--- config.mk ---
export PLATFORM = sky130hd
export DESIGN_NAME = bldc_pwm_commutator_flat
export DESIGN_NICKNAME = d
export VERILOG_FILES = /design/src/rtl/bldc_pwm_commutator_if.sv /design/src/rtl/bldc_pwm_commutator.sv /design/src/flat_wrapper.sv
export SDC_FILE = /design/constraint.sdc
export NUM_CORES = 1
export LEC_CHECK = 0
export CAP_MARGIN = 30
export CORE_MARGIN = 2
export CORE_UTILIZATION = 60
export DETAILED_ROUTE_END_ITERATION = 8
export MAX_ROUTING_LAYER = met4
export PLACE_DENSITY_LB_ADDON = 0.15
export SYNTH_ARGS = -nofsm -noshare
export SYNTH_HDL_FRONTEND = slang
export SYNTH_SLANG_ARGS = --single-unit
--- constraint.sdc ---
create_clock -name CLK -period 5.95 [get_ports CLK]
set_clock_uncertainty 0.05 [all_clocks]
set_input_delay 1.19 -clock CLK [delete_from_list [all_inputs] [get_ports CLK]]
set_output_delay 1.19 -clock CLK [all_outputs]
set_load 0.03 [all_outputs]
--- src/rtl/bldc_pwm_commutator_if.sv ---
// rtl/bldc_pwm_commutator_if.sv - duty/hall/enable inputs and gate/status outputs of the commutator
interface bldc_pwm_commutator_if;
   logic [23:0] duty;
   logic        enable;
   logic [2:0]  hall;
   logic [5:0]  gate;
   logic        pwm_out;
   logic        period_start;
   logic        direction;
   logic        hall_fault;

   modport master (
      output duty, enable, hall,
      input  gate, pwm_out, period_start, direction, hall_fault
   );
   modport slave (
      input  duty, enable, hall,
      output gate, pwm_out, period_start, direction, hall_fault
   );
endinterface

--- src/rtl/bldc_pwm_commutator.sv ---
// rtl/bldc_pwm_commutator.sv - edge-aligned PWM, hall commutation and per-phase dead time
// Optional macro HALL_FILTER_EN: accept a hall code only after HALL_STABLE identical samples.
module bldc_pwm_commutator #(
   parameter int PERIOD      = 2000,
   parameter int DEADTIME    = 10,
   parameter int HALL_STABLE = 16
) (
   input logic                  CLK,
   input logic                  reset_n,
   bldc_pwm_commutator_if.slave bus
);
   localparam int CW = $clog2(PERIOD);
   localparam logic [CW-1:0] CNT_LAST  = CW'(PERIOD - 1);
   localparam logic [15:0]   DEAD_LOAD = 16'(DEADTIME);

   if (HALL_STABLE < 2 || DEADTIME > 65535) begin : g_param_check
      $error("bldc_pwm_commutator: HALL_STABLE must be >= 2 and DEADTIME <= 65535");
   end

   typedef enum logic [1:0] {OFF, DEAD, HIGH, LOW} ph_state_t;

   logic [CW-1:0] cnt;
   logic [23:0]   shadow;
   logic [23:0]   mag_abs;
   logic [23:0]   mag;
   logic          pwm_raw;
   logic [2:0]    hall_s1;
   logic [2:0]    hall_s2;
   logic [2:0]    hall_acc;
   logic          code_ok;
   logic [1:0]    hi_ph;
   logic [1:0]    lo_ph;
   logic [1:0]    chop_ph;
   logic [1:0]    hold_ph;
   ph_state_t     ph_state [3];
   ph_state_t     ph_req   [3];
   logic [15:0]   ph_timer [3];

   // Most negative duty has no positive twin in 24 bits, so it saturates first.
   always_comb begin
      if (!shadow[23])                mag_abs = shadow;
      else if (shadow == 24'h800000)  mag_abs = 24'h7FFFFF;
      else                            mag_abs = -shadow;
      mag     = (mag_abs > 24'(PERIOD)) ? 24'(PERIOD) : mag_abs;
      pwm_raw = ({{(24-CW){1'b0}}, cnt} < mag);
   end

   always_ff @(posedge CLK or negedge reset_n) begin
      if (!reset_n) begin
         cnt              <= '0;
         shadow           <= '0;
         bus.direction    <= 1'b0;
         bus.pwm_out      <= 1'b0;
         bus.period_start <= 1'b0;
         bus.hall_fault   <= 1'b0;
         hall_s1          <= '0;
         hall_s2          <= '0;
      end else begin
         cnt <= (cnt == CNT_LAST) ? '0 : cnt + 1'b1;
         if (cnt == CNT_LAST) begin
            shadow        <= bus.duty;
            bus.direction <= bus.duty[23];
         end
         bus.period_start <= (cnt == CNT_LAST);
         bus.pwm_out      <= pwm_raw;
         bus.hall_fault   <= !code_ok;
         hall_s1          <= bus.hall;
         hall_s2          <= hall_s1;
      end
   end

`ifdef HALL_FILTER_EN
   localparam int FW = $clog2(HALL_STABLE + 1);
   logic [2:0]    hall_cand;
   logic [FW-1:0] stable_cnt;

   always_ff @(posedge CLK or negedge reset_n) begin
      if (!reset_n) begin
         hall_cand  <= '0;
         stable_cnt <= '0;
         hall_acc   <= '0;
      end else if (hall_s2 != hall_cand) begin
         hall_cand  <= hall_s2;
         stable_cnt <= FW'(1);
      end else begin
         if (stable_cnt != FW'(HALL_STABLE)) stable_cnt <= stable_cnt + FW'(1);
         if (stable_cnt == FW'(HALL_STABLE - 1)) hall_acc <= hall_cand;
      end
   end
`else
   assign hall_acc = hall_s2;
`endif

   // Phase index 0/1/2 = A/B/C; reverse simply swaps chopped and held phase.
   always_comb begin
      code_ok = 1'b1;
      hi_ph   = 2'd0;
      lo_ph   = 2'd1;
      case (hall_acc)
         3'b101:  begin hi_ph = 2'd0; lo_ph = 2'd1; end
         3'b100:  begin hi_ph = 2'd0; lo_ph = 2'd2; end
         3'b110:  begin hi_ph = 2'd1; lo_ph = 2'd2; end
         3'b010:  begin hi_ph = 2'd1; lo_ph = 2'd0; end
         3'b011:  begin hi_ph = 2'd2; lo_ph = 2'd0; end
         3'b001:  begin hi_ph = 2'd2; lo_ph = 2'd1; end
         default: code_ok = 1'b0;
      endcase
      chop_ph = bus.direction ? lo_ph : hi_ph;
      hold_ph = bus.direction ? hi_ph : lo_ph;
      for (int p = 0; p < 3; p++) begin
         ph_req[p] = OFF;
         if (code_ok && 2'(p) == chop_ph)      ph_req[p] = pwm_raw ? HIGH : OFF;
         else if (code_ok && 2'(p) == hold_ph) ph_req[p] = LOW;
      end
   end

   // DEAD always lasts max(DEADTIME,1) cycles; the target is whatever is requested at exit.
   always_ff @(posedge CLK or negedge reset_n) begin
      if (!reset_n) begin
         for (int p = 0; p < 3; p++) begin
            ph_state[p] <= OFF;
            ph_timer[p] <= '0;
         end
      end else begin
         for (int p = 0; p < 3; p++) begin
            if (!bus.enable) begin
               ph_state[p] <= OFF;
            end else begin
               case (ph_state[p])
                  OFF: begin
                     if (ph_req[p] != OFF) begin
                        ph_state[p] <= DEAD;
                        ph_timer[p] <= DEAD_LOAD;
                     end
                  end
                  DEAD: begin
                     if (ph_timer[p] <= 16'd1) ph_state[p] <= ph_req[p];
                     else                      ph_timer[p] <= ph_timer[p] - 16'd1;
                  end
                  default: begin
                     if (ph_req[p] == OFF) begin
                        ph_state[p] <= OFF;
                     end else if (ph_req[p] != ph_state[p]) begin
                        ph_state[p] <= DEAD;
                        ph_timer[p] <= DEAD_LOAD;
                     end
                  end
               endcase
            end
         end
      end
   end

   assign bus.gate = {ph_state[0] == HIGH, ph_state[0] == LOW,
                      ph_state[1] == HIGH, ph_state[1] == LOW,
                      ph_state[2] == HIGH, ph_state[2] == LOW};
endmodule

--- src/flat_wrapper.sv ---
// flat-port wrapper written by rule: the top's interface ports become plain ports
module bldc_pwm_commutator_flat 
#(
   parameter int PERIOD      = 2000,
   parameter int DEADTIME    = 10,
   parameter int HALL_STABLE = 16
)
  (CLK, reset_n, bus_duty, bus_enable, bus_hall, bus_gate, bus_pwm_out, bus_period_start, bus_direction, bus_hall_fault);
  bldc_pwm_commutator_if bus_i ();
  input logic CLK;
  input logic reset_n;
  input wire logic [$bits(bus_i.duty)-1:0] bus_duty;
  input wire logic [$bits(bus_i.enable)-1:0] bus_enable;
  input wire logic [$bits(bus_i.hall)-1:0] bus_hall;
  output wire logic [$bits(bus_i.gate)-1:0] bus_gate;
  output wire logic [$bits(bus_i.pwm_out)-1:0] bus_pwm_out;
  output wire logic [$bits(bus_i.period_start)-1:0] bus_period_start;
  output wire logic [$bits(bus_i.direction)-1:0] bus_direction;
  output wire logic [$bits(bus_i.hall_fault)-1:0] bus_hall_fault;
  assign bus_i.duty = bus_duty;
  assign bus_i.enable = bus_enable;
  assign bus_i.hall = bus_hall;
  assign bus_gate = bus_i.gate;
  assign bus_pwm_out = bus_i.pwm_out;
  assign bus_period_start = bus_i.period_start;
  assign bus_direction = bus_i.direction;
  assign bus_hall_fault = bus_i.hall_fault;
  bldc_pwm_commutator #(.PERIOD(PERIOD), .DEADTIME(DEADTIME), .HALL_STABLE(HALL_STABLE)) u_core (.CLK(CLK), .reset_n(reset_n), .bus(bus_i));
endmodule
==> results.json <==
{
  "drt_iter0_drc": 272,
  "cp.arrival_ns": 5.79,
  "dieArea_sq_um": 10800,
  "reg2reg_depth": 20,
  "drtAntennaViolNets": 0,
  "ys_types": 69,
  "grt_pass1_vias": 5085,
  "final_cell_mix": "98 x dfrtp_1, 85 x nor2_1, 51 x nand2_1",
  "cts.htree.levels": 3,
  "total_power_mw": 1.66,
  "status": "finished clean",
  "antenna_found_initial": 0,
  "postSynthNetCount": 718,
  "worstMarginPinSlew_ns": 0.837,
  "post_drt_wl_per_cell_um": 16.7,
  "met1_usage_pct": 35.6,
  "post-place-cells": 819,
  "hold_class": "flip-flop to flip-flop",
  "hold_buffers": 0,
  "portBuffers": 39,
  "min_from": "u_core.hall_s1[1]",
  "die_w_um": 104,
  "grt_overflow": 0,
  "power.leakage_nw": 2.91,
  "critPathKind": "flip-flop to flip-flop",
  "period_share_pct": 93.0,
  "multi_input_area_sq_um": 3350,
  "power_density_nw_per_um2": 248,
  "final_nets": 745,
  "clockRootBuffer": "clkbuf_8",
  "path_clk_slew_ns": 0.09,
  "antenna_cells": 0,
  "synthCells": 670,
  "cp-end-kind": "flip-flop",
  "hold_violations": 0,
  "cts_setup_buffers": 0,
  "synth_warnings": 0,
  "cts_resized": 0,
  "numCtsBuffers": 9,
  "r2r_start": "u_core.shadow[0]",
  "crit_start": "u_core.shadow[0]",
  "vias_per_cell": 6.26,
  "grt_usage_pct": 27.3,
  "grt.met2_usage_pct": 44.0,
  "synth_edf_count": 0,
  "fin_crit_ns": 5.53,
  "final_common_cell": "dfrtp_1",
  "fmax_mhz": 181,
  "startpoint_type": "flip-flop",
  "hpwlAfterDp_mm": 9.94,
  "top_usage_layer": "met2",
  "finalSetupTns_ns": 0,
  "finalWeightedCongestion": 0.958,
  "worst-r2r-setup-slack_ns": 0.42,
  "ios": 40,
  "max-slew-margin-rel_pct": 44.2,
  "wirelength_mm": 13.9,
  "via_count": 5230,
  "maxSlewViolCount": 0,
  "rsz0062_at_grt": "false",
  "seqCellArea_sq_um": 2450,
  "fp-row-count": 36,
  "cts_tree": "done",
  "fillCellCount": 808,
  "critical_path.max_fanout": 13,
  "grt_pass1_wl_mm": 23.7,
  "post-route-util_pct": 68.9,
  "dr.pass1.iters": 5,
  "layout-drive-gt1-share_pct": 9.83,
  "synth_area_sq_um": 6000,
  "synth-seq-area-share_pct": 40.9,
  "die_h_um": 104,
  "initial_core_util_pct": 61.7,
  "ir_drop_uv": 148,
  "synth_flop_cell": "dfrtp_1",
  "cts_sinks": 98,
  "synthArstFlopShare_pct": 100,
  "setup_viol": 0,
  "clkLatencyLatePin_ns": 0.38,
  "cap_viol_max_count": 0,
  "cp.required_ns": 6.21,
  "fp.coreArea_sq_um": 9730,
  "grt_max_degree": 57,
  "route.detailed.drc": 0,
  "clockBufferDepth": 2,
  "grt_use_met3_pct": 3.51,
  "synthToLayoutAreaGrowth_pct": 11.7,
  "final_cells": 835,
  "ys_seq_elements": 98,
  "min_path_cells": 0,
  "synth.avg_cell_area_sq_um": 8.96
}
==> sequential cells by signal (all words and copies together), names as in the netlist <==
name and count:
u_core.ph_timer 48, u_core.shadow 24, u_core.cnt 11, u_core.ph_state 6, u_core.hall_acc 3, u_core.hall_s1 3
u_core.bus.hall_fault 1, u_core.bus.period_start 1, u_core.bus.pwm_out 1
==> critical path: stages, from the launching register on <==
cell	delay [ns]
dfrtp_1	0.43
inv_1	0.15
ha_1	0.28
nor3b_4	0.34
nand4b_1	0.14
o21ai_0	0.18
o21ai_0	0.10
or4_1	0.57
nor4_4	0.32
buf_4	0.25
nand2_1	0.07
ha_1	0.29
a21o_1	0.19
a21o_1	0.17
a21o_1	0.20
a211oi_2	0.42
and2_1	0.22
a21o_1	0.28
nand4_1	0.20
or4_1	0.47
a21oi_1	0.15
==> final timing paths <==
kind                                  endpoint
min in group asynchronous  u_core.ph_timer[42]
min                         u_core.hall_acc[1]
max in group asynchronous    u_core.shadow[14]
max                        u_core.ph_timer[27]
max reg2reg                u_core.ph_timer[27]
min reg2reg                 u_core.hall_acc[1]
==> layer usage <==
metal / vias up / part of all wire [%]
li1: 2470 / -
met1: 2557 / 44
met2: 177 / 49
met3: 26 / 4.9
met4: 0 / 1.8
met5: - / 0
==> cells in the mapped netlist (3+ instances only) <==
master | count | area, sq um
a22o_1 | 7 | 61.3
xnor2_1 | 21 | 184
nor4_1 | 6 | 37.5
o211ai_1 | 7 | 52.6
or3_4 | 3 | 33.8
nor3_1 | 34 | 170
mux2i_1 | 4 | 40.0
ha_1 | 18 | 225
buf_2 | 4 | 20.0
nand4b_1 | 3 | 26.3
nand2b_1 | 5 | 31.3
or4_1 | 8 | 60.1
o211a_1 | 3 | 30.0
a211oi_1 | 3 | 22.5
o21ai_0 | 37 | 185
or2_2 | 7 | 43.8
a21oi_1 | 33 | 165
nand3_1 | 22 | 110
and2_1 | 15 | 93.8
o2bb2ai_1 | 4 | 35.0
inv_1 | 18 | 67.6
nand2_1 | 51 | 191
or3_1 | 15 | 93.8
a31oi_1 | 8 | 50.1
dfrtp_1 | 98 | 2450
nand4_1 | 14 | 87.6
o22ai_1 | 3 | 18.8
a21o_1 | 6 | 45.0
o31ai_1 | 10 | 75.1
and3_1 | 5 | 31.3
xor2_1 | 18 | 158
mux2_2 | 18 | 203
nor2_1 | 85 | 319
clkbuf_1 | 22 | 82.6
nor2b_1 | 8 | 50.1
nand3b_1 | 4 | 30.0
==> stage by stage <==
step | hold WS, ns | instance area (sq um) | setup WS (ns)
after floorplan | 0.281 | 6000 | 0.853
after global placement | 0.286 | 6480 | 0.596
after detailed placement | 0.293 | 6480 | 0.391
after CTS | 0.307 | 6700 | 0.358
after global routing | 0.324 | 6710 | 0.0461
final | 0.316 | 6710 | 0.417
==> kinds of logic (layout without fill, tap and decap cells) <==
family          count (synthesis)  count (layout)  share of synthesized area [%]
compound gates                145             145                           16.3
fa+ha+maj                      18              18                           3.75
buf+inv                        50              82                           3.52
simple gates                  298             298                           25.8
xor+xnor                       39              39                           5.69
flops                          98              98                           40.9
mux                            22              22                           4.04
==> power by group <==
| part | switching, mW | total, mW | internal [mW] |
|---|---|---|---|
| sequential | 0.0989 | 0.838 | 0.740 |
| combinational | 0.191 | 0.344 | 0.154 |
| clock | 0.237 | 0.478 | 0.241 |
==> layout make-up <==
class / instances / area share, %
clock buffers: 13 / 2.67
clock inverters: 3 / 0.653
inverters: 20 / 1.12
multi-input cells: 522 / 49.9
flip-flops and latches: 98 / 36.6
well taps: 133 / 2.48
repair buffers: 46 / 6.57
No activity file was read; power rests on OpenSTA's default activity.
